### config.mk
export PLATFORM = sky130hd
export DESIGN_NAME = vd_frame_sched
export DESIGN_NICKNAME = d
export VERILOG_FILES = /design/src/rtl/vd_frame_sched.sv
export SDC_FILE = /design/constraint.sdc
export NUM_CORES = 1
export LEC_CHECK = 0
export CORE_MARGIN = 8
export CORE_UTILIZATION = 40
export CTS_CLUSTER_SIZE = 25
export DETAILED_ROUTE_END_ITERATION = 10
export PLACE_DENSITY = 0.65
export SYNTH_ARGS = -nofsm -noshare
export SYNTH_HDL_FRONTEND = slang
export SYNTH_SLANG_ARGS = --single-unit
### constraint.sdc
create_clock -name CLOCK -period 6.45 [get_ports CLOCK]
set_input_delay 1.29 -clock CLOCK [delete_from_list [all_inputs] [get_ports CLOCK]]
set_output_delay 1.29 -clock CLOCK [all_outputs]
set_load 0.01 [all_outputs]
### src/rtl/vd_frame_sched.sv
// vd_frame_sched: frame scheduler for the Viterbi decoder datapath.
// Turns a start request into a full decoder run: decoder reset, paced code
// symbols with upstream stall handling, zero tail and traceback drain, and
// framing of exactly FRAME_LEN decoded info bits.
// Optional feature macro: VD_FRAME_STATS_EN adds frame_cnt / stall_cnt outputs.
module vd_frame_sched #(
  parameter int WD_CODE   = 2,
  parameter int SYM_CYC   = 8,
  parameter int FRAME_LEN = 64,
  parameter int TAIL_LEN  = 6,
  parameter int DEC_LAT   = 40,
  parameter int RST_CYC   = 2
) (
  input  logic               CLOCK,
  input  logic               Reset,
  input  logic               start,
  output logic               busy,
  output logic               done,
  input  logic               in_valid,
  output logic               in_ready,
  input  logic [WD_CODE-1:0] in_code,
  output logic               DecReset,
  output logic               Active,
  output logic [WD_CODE-1:0] Code,
  input  logic               DecodeOut,
  output logic               out_valid,
  output logic               out_bit,
  output logic               out_last
`ifdef VD_FRAME_STATS_EN
  ,
  output logic [15:0]        frame_cnt,
  output logic [15:0]        stall_cnt
`endif
);

  localparam logic [15:0] LAST_PHASE = 16'(SYM_CYC - 1);
  localparam logic [15:0] LAST_RST   = 16'(RST_CYC - 1);
  // symCnt values seen at the boundary that ends the last data / tail symbol
  localparam logic [15:0] DATA_END   = 16'(FRAME_LEN - 1);
  localparam logic [15:0] TAIL_END   = 16'(FRAME_LEN + TAIL_LEN - 1);
  localparam logic [15:0] TOTAL_SYM  = 16'(FRAME_LEN + TAIL_LEN + DEC_LAT);
  // symCnt window (symCnt = completed index + 1) that carries info bits
  localparam logic [15:0] FIRST_OUT  = 16'(DEC_LAT + 1);
  localparam logic [15:0] LAST_OUT   = 16'(DEC_LAT + FRAME_LEN);

  typedef enum logic [2:0] {
    IDLE,
    DRST,
    DATA,
    TAIL,
    DRAIN,
    DONE
  } stateT;

  stateT              state;
  stateT              nextState;
  logic [15:0]        phase;
  logic [15:0]        symCnt;
  logic [15:0]        rstCnt;
  logic               atBoundary;
  logic               symbolState;
  logic               issue;
  logic               stall;
  logic               sampleEn;
  logic [WD_CODE-1:0] issueCode;

  assign atBoundary  = (phase == LAST_PHASE);
  assign symbolState = state inside {DATA, TAIL, DRAIN};
  assign busy        = (state != IDLE);
  assign done        = (state == DONE);
  // Ready depends only on state and phase so upstream never sees a comb loop.
  assign in_ready    = (state == DATA) && atBoundary;
  // A symbol period just completed with the decoder running on it.
  assign sampleEn    = symbolState && atBoundary && Active;

  // State register.
  always_ff @(posedge CLOCK) begin
    // NOTE: every sequential assignment is non-blocking so all registers see
    // pre-edge values and simulation matches the synthesized flops.
    if (Reset) state <= IDLE;
    else       state <= nextState;
  end

  // Next-state decode plus per-edge symbol issue / stall decisions.
  always_comb begin
    // NOTE: defaults first so no path leaves a variable unassigned (no latch).
    nextState = state;
    issue     = 1'b0;
    stall     = 1'b0;
    issueCode = '0;
    unique case (state)
      IDLE:  if (start) nextState = DRST;
      DRST:  if (rstCnt == LAST_RST) nextState = DATA;
      DATA: begin
        if (atBoundary) begin
          if (in_valid) begin
            issue     = 1'b1;
            issueCode = in_code;
            if (symCnt == DATA_END) nextState = (TAIL_LEN == 0) ? DRAIN : TAIL;
          end else begin
            stall = 1'b1;
          end
        end
      end
      TAIL: begin
        if (atBoundary) begin
          issue = 1'b1;
          if (symCnt == TAIL_END) nextState = DRAIN;
        end
      end
      DRAIN: begin
        // The boundary after the last drain symbol only closes it out.
        if (atBoundary) begin
          if (symCnt == TOTAL_SYM) nextState = DONE;
          else                     issue = 1'b1;
        end
      end
      DONE:    nextState = IDLE;
      default: nextState = IDLE;
    endcase
  end

  // Datapath: decoder drive, symbol pacing and output bit framing.
  always_ff @(posedge CLOCK) begin
    // NOTE: every output register is reset so a mid-frame reset leaves no
    // stale symbol, strobe or partial frame behind.
    if (Reset) begin
      phase     <= '0;
      symCnt    <= '0;
      rstCnt    <= '0;
      DecReset  <= 1'b1;
      Active    <= 1'b0;
      Code      <= '0;
      out_valid <= 1'b0;
      out_bit   <= 1'b0;
      out_last  <= 1'b0;
    end else begin
      out_valid <= 1'b0;
      out_last  <= 1'b0;
      DecReset  <= (nextState == DRST);
      rstCnt    <= (state == DRST) ? rstCnt + 16'd1 : 16'd0;

      // Phase: preset to the boundary so the first symbol is taken at once,
      // restart on issue, saturate at the boundary while waiting.
      if (state == DRST && nextState == DATA) phase <= LAST_PHASE;
      else if (issue)                          phase <= '0;
      else if (symbolState && !atBoundary)     phase <= phase + 16'd1;
      else if (!symbolState)                   phase <= '0;

      if (issue) begin
        Code   <= issueCode;
        Active <= 1'b1;
        symCnt <= symCnt + 16'd1;
      end else if (stall) begin
        Active <= 1'b0;
      end else if (nextState == DONE) begin
        Active <= 1'b0;
        Code   <= '0;
      end else if (state == IDLE || state == DONE) begin
        symCnt <= '0;
      end

      // Only symbols DEC_LAT..DEC_LAT+FRAME_LEN-1 carry info bits.
      if (sampleEn && symCnt >= FIRST_OUT && symCnt <= LAST_OUT) begin
        out_valid <= 1'b1;
        out_bit   <= DecodeOut;
        out_last  <= (symCnt == LAST_OUT);
      end
    end
  end

`ifdef VD_FRAME_STATS_EN
  // Frame and per-frame stall statistics.
  always_ff @(posedge CLOCK) begin
    if (Reset) begin
      frame_cnt <= '0;
      stall_cnt <= '0;
    end else begin
      if (state == DONE) frame_cnt <= frame_cnt + 16'd1;
      if (state == IDLE && start)             stall_cnt <= '0;
      else if (stall && stall_cnt != 16'hFFFF) stall_cnt <= stall_cnt + 16'd1;
    end
  end
`endif

endmodule

==> results.sh <==
export IMPL_clk_pin_slew_ps=70
export IMPL_p_leak_nw=1.11
export IMPL_fp_dieW_um=103
export IMPL_die_h_um=103
export IMPL_grt_pass1_vias=2425
export IMPL_drt_wl_total_mm=6.55
export IMPL_vias=2509
export IMPL_finalHoldWorstSlack_ps=478
export IMPL_ys_ff_latch=58
export IMPL_cts_tree="built"
export IMPL_final_net_count=380
export IMPL_clk_path_buf_depth=2
export IMPL_fin_crit_ps=3480
export IMPL_cts_sinks=58
export IMPL_startpoint_type="register"
export IMPL_io_buffers=16
export IMPL_synth_top_cell_area_share_pct=38.7
export IMPL_htree_levels=3
export IMPL_end_kind="output port"
export IMPL_start_util_pct=41.3
export IMPL_antenna_found_initial=0
export IMPL_post_cts_buffers=0
export IMPL_crit_family="simple AND/OR/NAND/NOR gates"
export IMPL_synth_avg_cell_area_um2=8.47
export IMPL_cp_buffers_inverters=1
export IMPL_max_cap_violations=0
export IMPL_slew_viol_final=0
export IMPL_multi_input_area_um2=1740
export IMPL_fin_skew_ps=10.6
export IMPL_critPathKind="register to output port"
export IMPL_synth_top_cell_by_area="dfxtp_1"
export IMPL_hold_class="register to register"
export IMPL_async_reset_ff_share_pct=0
export IMPL_crit_arrival_ps=2190
export IMPL_synthFlopType="dfxtp_1"
export IMPL_die_area_um2=10500
export IMPL_syn_nets=368
export IMPL_gp_congestion=0.802
export IMPL_drive_above_1_share_pct=7.01
export IMPL_max_stage_delay_ps=560
export IMPL_worstMarginPinSlew_ps=722
export IMPL_max_slew_margin_pct=51.5
export IMPL_cts_made_buffers=9
export IMPL_synth_warnings=0
export IMPL_antenna_left=0
export IMPL_final_util_pct=47.2
export IMPL_via_per_inst=5.34
export IMPL_io_pins=17
export IMPL_cts_repair_resized=0
export IMPL_setup_ws_ps=2970
export IMPL_wire_per_inst_um=13.9
export IMPL_ff_latch_area_um2=1160
export IMPL_placed_area_um2=3220
export IMPL_finalHoldViolations=0
export IMPL_grt_usage_pct=13.7
export IMPL_path_max_fanout=6
export IMPL_setup_tns_ps=0
export IMPL_powerDensity_nw_per_um2=215
export IMPL_status="complete, no violations"
export IMPL_fmax_ghz=0.287
export IMPL_irDropWorstVdd_mv=0.111
export IMPL_syn_inst=354
export IMPL_drc_errors=0
export IMPL_synth_area_leaders="dfxtp_1, nor2_1, xor2_1"
export IMPL_syn_cell_area_um2=3000
export IMPL_clock_root_buffer="clkbuf_8"
export IMPL_first_pass_iters=4
export IMPL_final_common_cell="nor2_1"
export IMPL_rsz0062_at_grt="false"
export IMPL_fin_area_um2=3420
export IMPL_layout_common_cells="nor2_1, dfxtp_1, xor2_1"
export IMPL_clk_insertion_delay_late_ps=350
export IMPL_critical_path_slowest_cell="clkdlybuf4s50_1"
export IMPL_hold_buffers=0
export IMPL_cp_required_ps=5160
export IMPL_setup_viol=0
export IMPL_crit_chain="or4_1, nand4b_1, nor2_1, clkdlybuf4s50_1"
export IMPL_row_count=31
export IMPL_pre_cts_ws_ps=3150
export IMPL_ys_types=48
export IMPL_filler_cell_count=707
export IMPL_hpwl_mm=4.62
export IMPL_drtIter0Drc=122
export IMPL_area_delta_synth_final_pct=14.2
export IMPL_ys_seq_area_share_pct=38.7
export IMPL_num_antenna_cells=0
export IMPL_grt_ovfl_total=0
export IMPL_period_share_pct=53.9
export IMPL_coreArea_um2=7250
export IMPL_grt_first_pass_wirelength_mm=11.4
export IMPL_synth_enable_flop_cells=0
export IMPL_grt_max_degree=19
cells in the mapped netlist, drive strengths merged, types with 10 or more instances:
| library cell | n |
|---|---|
| o21ai | 11 |
| nand3 | 14 |
| dfxtp | 58 |
| xnor2 | 16 |
| nor2 | 67 |
| nand4 | 12 |
| clkbuf | 11 |
| xor2 | 23 |
| nand2 | 20 |
| nor4 | 14 |
| inv | 10 |
metrics by stage:
step	total power, mW	std cells
2_1_floorplan	0.392	354
3_3_place_gp	0.405	454
3_5_place_dp	0.405	454
4_1_cts	0.748	470
5_1_grt	0.766	470
6_report	0.737	470
layout make-up:
class / count / share of cell area, %
repair buffers: 16 / 4.68
clock buffers: 10 / 4.02
inverters: 10 / 1.10
flip-flops and latches: 58 / 33.9
clock inverters: 6 / 1.94
multi-input cells: 271 / 50.7
well taps: 99 / 3.62
worst reg2reg max path, stage by stage, from the launching register on:
cell and delay, ps:
dfxtp_1 340, or4_1 590, nor4_1 550, o21ai_1 190, nand4_1 290, nand3b_1 420
nor2_1 210
cell families (layout without fill, tap and decap cells):
| logic type | count (synthesis) | after routing | share of synthesized area (%) |
|---|---|---|---|
| AO/OA/AOI/OAI | 37 | 37 | 9.23 |
| XOR/XNOR | 39 | 39 | 11.4 |
| adder cells (fa/ha/maj) | 7 | 7 | 2.92 |
| buffers and inverters | 25 | 42 | 3.30 |
| flip-flops | 58 | 58 | 38.7 |
| multiplexers | 2 | 2 | 0.668 |
| AND/OR/NAND/NOR | 186 | 186 | 33.7 |
flip-flops by register name (all words and copies together), names as in the netlist:
| name | cells |
|---|---|
| phase | 16 |
| rstCnt | 16 |
| symCnt | 16 |
| state | 3 |
| Code | 2 |
| Active | 1 |
| DecReset | 1 |
| out_bit | 1 |
| out_last | 1 |
| out_valid | 1 |
worst paths after layout:
path	from	slack, ps	depth (start not counted)	end
worst max-delay path	phase[8]	2970	4	in_ready
worst min-delay path	phase[1]	480	2	phase[1]
worst max register to register	symCnt[10]	3800	6	phase[10]
worst min register to register	phase[1]	480	2	phase[1]
where the power goes:
group / internal, mW / switching, mW
logic: 0.0129 / 0.0183
clock network: 0.188 / 0.152
registers: 0.360 / 0.00493
total: 0.562 / 0.176
metal layers:
| layer | part of all wire [%] | GRT usage [%] | vias up |
|---|---|---|---|
| met4 | 1.4 | 4.85 | 0 |
| met1 | 49 | 16.6 | 1190 |
| li1 | - | - | 1281 |
| met3 | 3.7 | 5.00 | 8 |
| met5 | 0 | 0 | - |
| met2 | 46 | 21.8 | 30 |
Power figures use the tool's default switching activity.
